<file path="config.mk">
export PLATFORM = sky130hd
export DESIGN_NAME = freq_meas_ctrl
export DESIGN_NICKNAME = d
export VERILOG_FILES = /design/src/rtl/freq_meas_ctrl.sv
export SDC_FILE = /design/constraint.sdc
export NUM_CORES = 1
export LEC_CHECK = 0
export CORE_MARGIN = 1.5
export CORE_UTILIZATION = 45
export DETAILED_ROUTE_END_ITERATION = 16
export PLACE_DENSITY = 0.65
export SLEW_MARGIN = 20
export SYNTH_ARGS = -nofsm -noshare
export SYNTH_HDL_FRONTEND = slang
export SYNTH_SLANG_ARGS = --single-unit
</file>
<file path="constraint.sdc">
create_clock -name clk -period 3.15 [get_ports clk]
set_clock_uncertainty 0.15 [all_clocks]
set_input_delay 0.63 -clock clk [delete_from_list [all_inputs] [get_ports clk]]
set_output_delay 0.63 -clock clk [all_outputs]
set_load 0.005 [all_outputs]
</file>
<file path="src/rtl/freq_meas_ctrl.sv">
// Measurement sequencer for the equal-precision frequency meter.
// Clears the counter bank and opens a gate that starts and ends on synchronised
// rising edges of fx_in. It then reports completion with done_sig and holds off
// the next run until the MCU has finished reading a frame.
module freq_meas_ctrl #(
   parameter int unsigned GATE_CYCLES    = 50_000_000,
   parameter int unsigned TIMEOUT_CYCLES = 100_000_000,
   parameter int unsigned SETTLE_CYCLES  = 16,
   parameter int unsigned DONE_CYCLES    = 4
) (
   input  logic       clk,
   input  logic       rst_n,
   input  logic       enable,
   input  logic       fx_in,
   input  logic       spi_cs_n,
   output logic       cnt_clr,
   output logic       gate,
   output logic       done_sig,
   output logic       timeout,
   output logic       busy,
   output logic [7:0] meas_id
);

   typedef enum logic [2:0] {
      StIdle,
      StClear,
      StArm,
      StGate,
      StClose,
      StSettle,
      StDone,
      StWaitSend
   } state_e;

   state_e      state;
   logic [31:0] cnt;

   logic fx_s1, fx_s2, fx_h;
   logic cs_s1, cs_s2, cs_h;
   logic fx_rise, cs_rise;

   // Two-flop synchronisers plus a history flop per asynchronous input.
   always_ff @(posedge clk or negedge rst_n) begin
      if (!rst_n) begin
         fx_s1 <= 1'b0;
         fx_s2 <= 1'b0;
         fx_h  <= 1'b0;
         cs_s1 <= 1'b0;
         cs_s2 <= 1'b0;
         cs_h  <= 1'b0;
      end else begin
         fx_s1 <= fx_in;
         fx_s2 <= fx_s1;
         fx_h  <= fx_s2;
         cs_s1 <= spi_cs_n;
         cs_s2 <= cs_s1;
         cs_h  <= cs_s2;
      end
   end

   assign fx_rise = fx_s2 & ~fx_h;
   assign cs_rise = cs_s2 & ~cs_h;

   // Sequencer state, shared phase counter and all registered outputs.
   always_ff @(posedge clk or negedge rst_n) begin
      if (!rst_n) begin
         state    <= StIdle;
         cnt      <= 32'd0;
         cnt_clr  <= 1'b0;
         gate     <= 1'b0;
         done_sig <= 1'b0;
         timeout  <= 1'b0;
         busy     <= 1'b0;
         meas_id  <= 8'd0;
      end else begin
         cnt_clr <= 1'b0;
         unique case (state)
            StIdle: begin
               if (enable) begin
                  state   <= StClear;
                  cnt_clr <= 1'b1;
                  timeout <= 1'b0;
                  busy    <= 1'b1;
               end
            end
            StClear: begin
               state <= StArm;
               cnt   <= 32'd0;
            end
            StArm: begin
               // An edge wins over a coincident timeout.
               if (fx_rise) begin
                  state <= StGate;
                  gate  <= 1'b1;
                  cnt   <= 32'd0;
               end else if (cnt == TIMEOUT_CYCLES - 1) begin
                  state   <= StSettle;
                  timeout <= 1'b1;
                  cnt     <= 32'd0;
               end else begin
                  cnt <= cnt + 32'd1;
               end
            end
            StGate: begin
               // fx edges are deliberately ignored for the whole minimum gate.
               if (cnt == GATE_CYCLES - 1) begin
                  state <= StClose;
                  cnt   <= 32'd0;
               end else begin
                  cnt <= cnt + 32'd1;
               end
            end
            StClose: begin
               if (fx_rise) begin
                  state <= StSettle;
                  gate  <= 1'b0;
                  cnt   <= 32'd0;
               end else if (cnt == TIMEOUT_CYCLES - 1) begin
                  state   <= StSettle;
                  gate    <= 1'b0;
                  timeout <= 1'b1;
                  cnt     <= 32'd0;
               end else begin
                  cnt <= cnt + 32'd1;
               end
            end
            StSettle: begin
               if (cnt == SETTLE_CYCLES - 1) begin
                  state    <= StDone;
                  done_sig <= 1'b1;
                  meas_id  <= meas_id + 8'd1;
                  cnt      <= 32'd0;
               end else begin
                  cnt <= cnt + 32'd1;
               end
            end
            StDone: begin
               if (cnt == DONE_CYCLES - 1) begin
                  state    <= StWaitSend;
                  done_sig <= 1'b0;
                  busy     <= 1'b0;
                  cnt      <= 32'd0;
               end else begin
                  cnt <= cnt + 32'd1;
               end
            end
            StWaitSend: begin
               // A finished frame read takes priority over a dropped enable.
               if (cs_rise) begin
                  if (enable) begin
                     state   <= StClear;
                     cnt_clr <= 1'b1;
                     timeout <= 1'b0;
                     busy    <= 1'b1;
                  end else begin
                     state <= StIdle;
                  end
               end else if (!enable) begin
                  state <= StIdle;
               end
            end
            default: begin
               state <= StIdle;
            end
         endcase
      end
   end

endmodule

</file>
==> results.md <==
* Most common flop cell mapped by yosys: sky130_fd_sc_hd__dfrtp_1
* Core outline area at 6350 um2
* CP Launch Type: flop
* Clock-pin slew on the worst setup and hold paths at 0.10 ns
* Flip-flop and latch count after synthesis at 54
* Cell with the biggest individual delay on the critical path: sky130_fd_sc_hd__or4_1
* Final core utilization at 0.521
* Outcome: completed
* Post-synth EDFFs at 0
* Library cell with the largest summed area after synthesis: sky130_fd_sc_hd__dfrtp_1
* Crit. End Element: flop
* DR pass1 iterations at 6
* Post-synthesis async set-or-reset flop share at 1.00
* Count of buffer and inverter cells on the critical path at 1
* Final sum of negative setup slack at 0 ns
* Post-Synthesis Cells at 320
* Data arrival, critical path at 3.06 ns
* Number of DRC markers in iteration 0 at 244
* Cell-internal power at 1.27 mW
* Synthesized net count at 327
* Crit Path Max Fanout at 10
* Clock buffers created by TritonCTS at 5
* Number of hold-slack violations in the final timing report at 0
* Number of levels the H-tree was split into at 2
* DR WL/cell at 16.5 um
* Total of warnings raised by yosys at 0
* Post-detailed-placement half-perimeter wirelength at 4890 um
* Worst slack at placement at 0.160 ns
* Routability Congestion at 0.873
* Pin count of the biggest net entering global routing at 43
* Die height at 84.1 um
* I/O Buffers at 17
* Diodes inserted at 0
* Global-route congestion overflow total at 0
* Clock tree from TritonCTS: built
* Post_cts resized at 0
* Layout Cell Area excl Fill at 3310 um2
* CTS max path bufs at 2
* CTS Hold Bufs at 0
* Area growth, synth to finish at 11.7%
* Global-route wire length before repair at 11700 um
* Number of antenna-violating nets in the routed design at 0
* Netlist area before placement at 2960 um2
* Per-instance average area after synthesis at 9.25 um2
* Vias post-DR at 2555
* Via count of the first global-routing pass at 2288
* Core Rows at 29
* Clock latency reported for the late side of the worst-skew pair at 0.32 ns
* Unrepaired setup endpoints after global routing: no
* Worst setup path category: flop to flop
* Post-CTS repair timing setup buffer count at 0
* Maximum vdd drop at 0.000619 V
* Max-cap violations at 0
* Slew at the pin closest to its max-slew limit at 0.962 ns
* Slowest Stage Delay on Critical Path at 0.54 ns
* CTS root buf: sky130_fd_sc_hd__clkbuf_8
* Fraction of post-synthesis cell area in the top cell type by area at 0.456
* Max_slew headroom at 0.359
* Fin crit period at 3.00 ns
* Total routing usage reported by global routing at 0.205
* Required arrival time at the worst endpoint at 3.21 ns
* Max-slew violation count at 0
* Switching component of the power at 1.01 mW
* Synth area leaders: sky130_fd_sc_hd__dfrtp_1 46%, sky130_fd_sc_hd__nand2_1 3.4%, sky130_fd_sc_hd__nand3_1 3.4%
* Initial standard-cell utilization of the core at 0.466
* Post-layout net count at 347
* Antenna violations before repair at 0
* Count of cell types in the netlist at 55
* Sequential power share at 0.381
* Setup violators final at 0
* Post-route DRC at 0
* Number of placed I/O pins at 18
* Crit-path cells: or4_1 > nor4_2 > nand4_2 > a32o_2 > a211o_1 > buf_4 > a22o_1
* Die footprint at 7070 um2
* Worst hold-check path type: flop to flop
* Standby leakage power at 1.35 nW
* Power density over the cells at 688 nW/um2
* Combinational power share at 0.440
* Total number of clock tree sinks at 54
* Sequential fraction of the synthesis area at 0.456
* Post-detailed-placement cell area at 3210 um2
* Via density per instance at 6.11
* Detailed Route WL at 6890 um
* Relative contribution of the clock network to total power at 0.179
* Period utilisation layout at 0.951
* Fraction of power spent switching nets at 0.444
* Category of cells accounting for the largest share of critical-path delay: compound AO/OA/AOI/OAI gates
* Fmax at 334 MHz
* Count of filler cells inserted in the layout at 587
* Fin worst setup slack at 0.153 ns
* Fraction of final layout cells sized beyond drive strength 1 at 0.0909
* Horiz. Die Dim at 84.1 um
* Total power of the final layout at 2.28 mW
==> area by class of cell <==
| type | instances | area [um2] | share of cell area |
|---|---|---|---|
| Inverter | 13 | 48.8 | 0.0148 |
| Tap cell | 77 | 96.3 | 0.0291 |
| Timing Repair Buffer | 28 | 248 | 0.0749 |
| Multi-Input combinational cell | 238 | 1470 | 0.444 |
| Clock buffer | 5 | 68.8 | 0.0208 |
| Clock inverter | 3 | 25.0 | 0.00757 |
| Sequential cell | 54 | 1350 | 0.409 |
==> worst paths after layout <==
check	slack, ns	end	cells after the start	from
max	0.15	cnt[1]$_DFFE_PN0P_	7	cnt[13]$_DFFE_PN0P_
min	0.21	cs_s2$_DFF_PN0_	0	cs_s1$_DFF_PN0_
max reg2reg	0.15	cnt[1]$_DFFE_PN0P_	7	cnt[13]$_DFFE_PN0P_
min reg2reg	0.21	cs_s2$_DFF_PN0_	0	cs_s1$_DFF_PN0_
max in group asynchronous	1.81	busy$_DFFE_PN0P_	2	rst_n
min in group asynchronous	0.31	cnt[22]$_DFFE_PN0P_	1	rst_n
==> cells by family after synthesis <==
family,count (synthesis),share of synthesized area
buffers and inverters,28,0.0473
xor gates and xnor gates,15,0.0444
muxes,3,0.0106
DFF,54,0.456
adders and majority gates,2,0.00845
and+or+nand+nor,141,0.263
AOI/OAI and AO/OA,77,0.170
==> cell usage in the layout, fill, tap and decap left out, drive strengths merged, types with 2 or more instances in the layout <==
master         count
nor4              11
o22ai              2
buf               12
nand2             27
clkbuf             5
nor3b              3
nor4b              2
nand3             20
xor2               6
a32oi              2
ha                 2
a22o               2
nor2              23
nor3              11
xnor2              9
a21oi             14
inv               14
and3               6
o21ai             26
or3               10
a21o               6
o32ai              2
a31oi              5
o21a               2
nand4             10
nand2b             5
or4                5
o31ai              3
dfrtp             54
clkdlybuf4s50     16
mux2i              2
and4               4
nor2b              3
==> state kept, by name, summed over array words and instances, names as in the netlist <==
| register | cells |
|---|---|
| gate | 1 |
| busy | 1 |
| cnt | 32 |
| fx_s1 | 1 |
| cs_h | 1 |
| done_sig | 1 |
| cs_s2 | 1 |
| meas_id | 8 |
| cnt_clr | 1 |
| cs_s1 | 1 |
| timeout | 1 |
| state | 3 |
| fx_s2 | 1 |
| fx_h | 1 |
==> metrics by stage <==
step,hold WS (ns),instances
after floorplan,0.181,320
after global placement,0.182,410
after detailed placement,0.190,410
after CTS,0.214,418
after global routing,0.216,418
final,0.211,418
==> synth_stat cells, types with 8 or more instances <==
cell type and count:
sky130_fd_sc_hd__o21ai_1 14, sky130_fd_sc_hd__nor2_1 21, sky130_fd_sc_hd__nand2_1 27, sky130_fd_sc_hd__o21ai_0 12
sky130_fd_sc_hd__dfrtp_1 54, sky130_fd_sc_hd__nand3_1 20, sky130_fd_sc_hd__nor4_1 8, sky130_fd_sc_hd__or3_1 10
sky130_fd_sc_hd__inv_1 13, sky130_fd_sc_hd__nand4_1 9, sky130_fd_sc_hd__nor3_1 11, sky130_fd_sc_hd__a21oi_1 14
sky130_fd_sc_hd__xnor2_1 9, sky130_fd_sc_hd__clkbuf_1 8
==> power by group through the flow <==
| stage | Clock, mW | Sequential (mW) | Combinational (mW) |
|---|---|---|---|
| 4_1_cts | 0.419 | 0.865 | 0.993 |
| 3_3_place_gp | 0 | 0.877 | 0.983 |
| 3_5_place_dp | 0 | 0.879 | 0.988 |
| 5_1_grt | 0.448 | 0.882 | 1.09 |
| 6_report | 0.407 | 0.868 | 1.00 |
| 2_1_floorplan | 0 | 0.799 | 0.843 |
==> per-layer routing <==
metal / routed length [um] / vias to the layer above / part of all wire / GRT usage
met5: 0 / - / 0 / 0
met4: 143 / 0 / 0.021 / 0.0715
met3: 365 / 13 / 0.053 / 0.0326
met2: 3100 / 88 / 0.45 / 0.298
met1: 3280 / 1230 / 0.48 / 0.311
li1: - / 1224 / - / -
(Power assumes the default switching activity.)
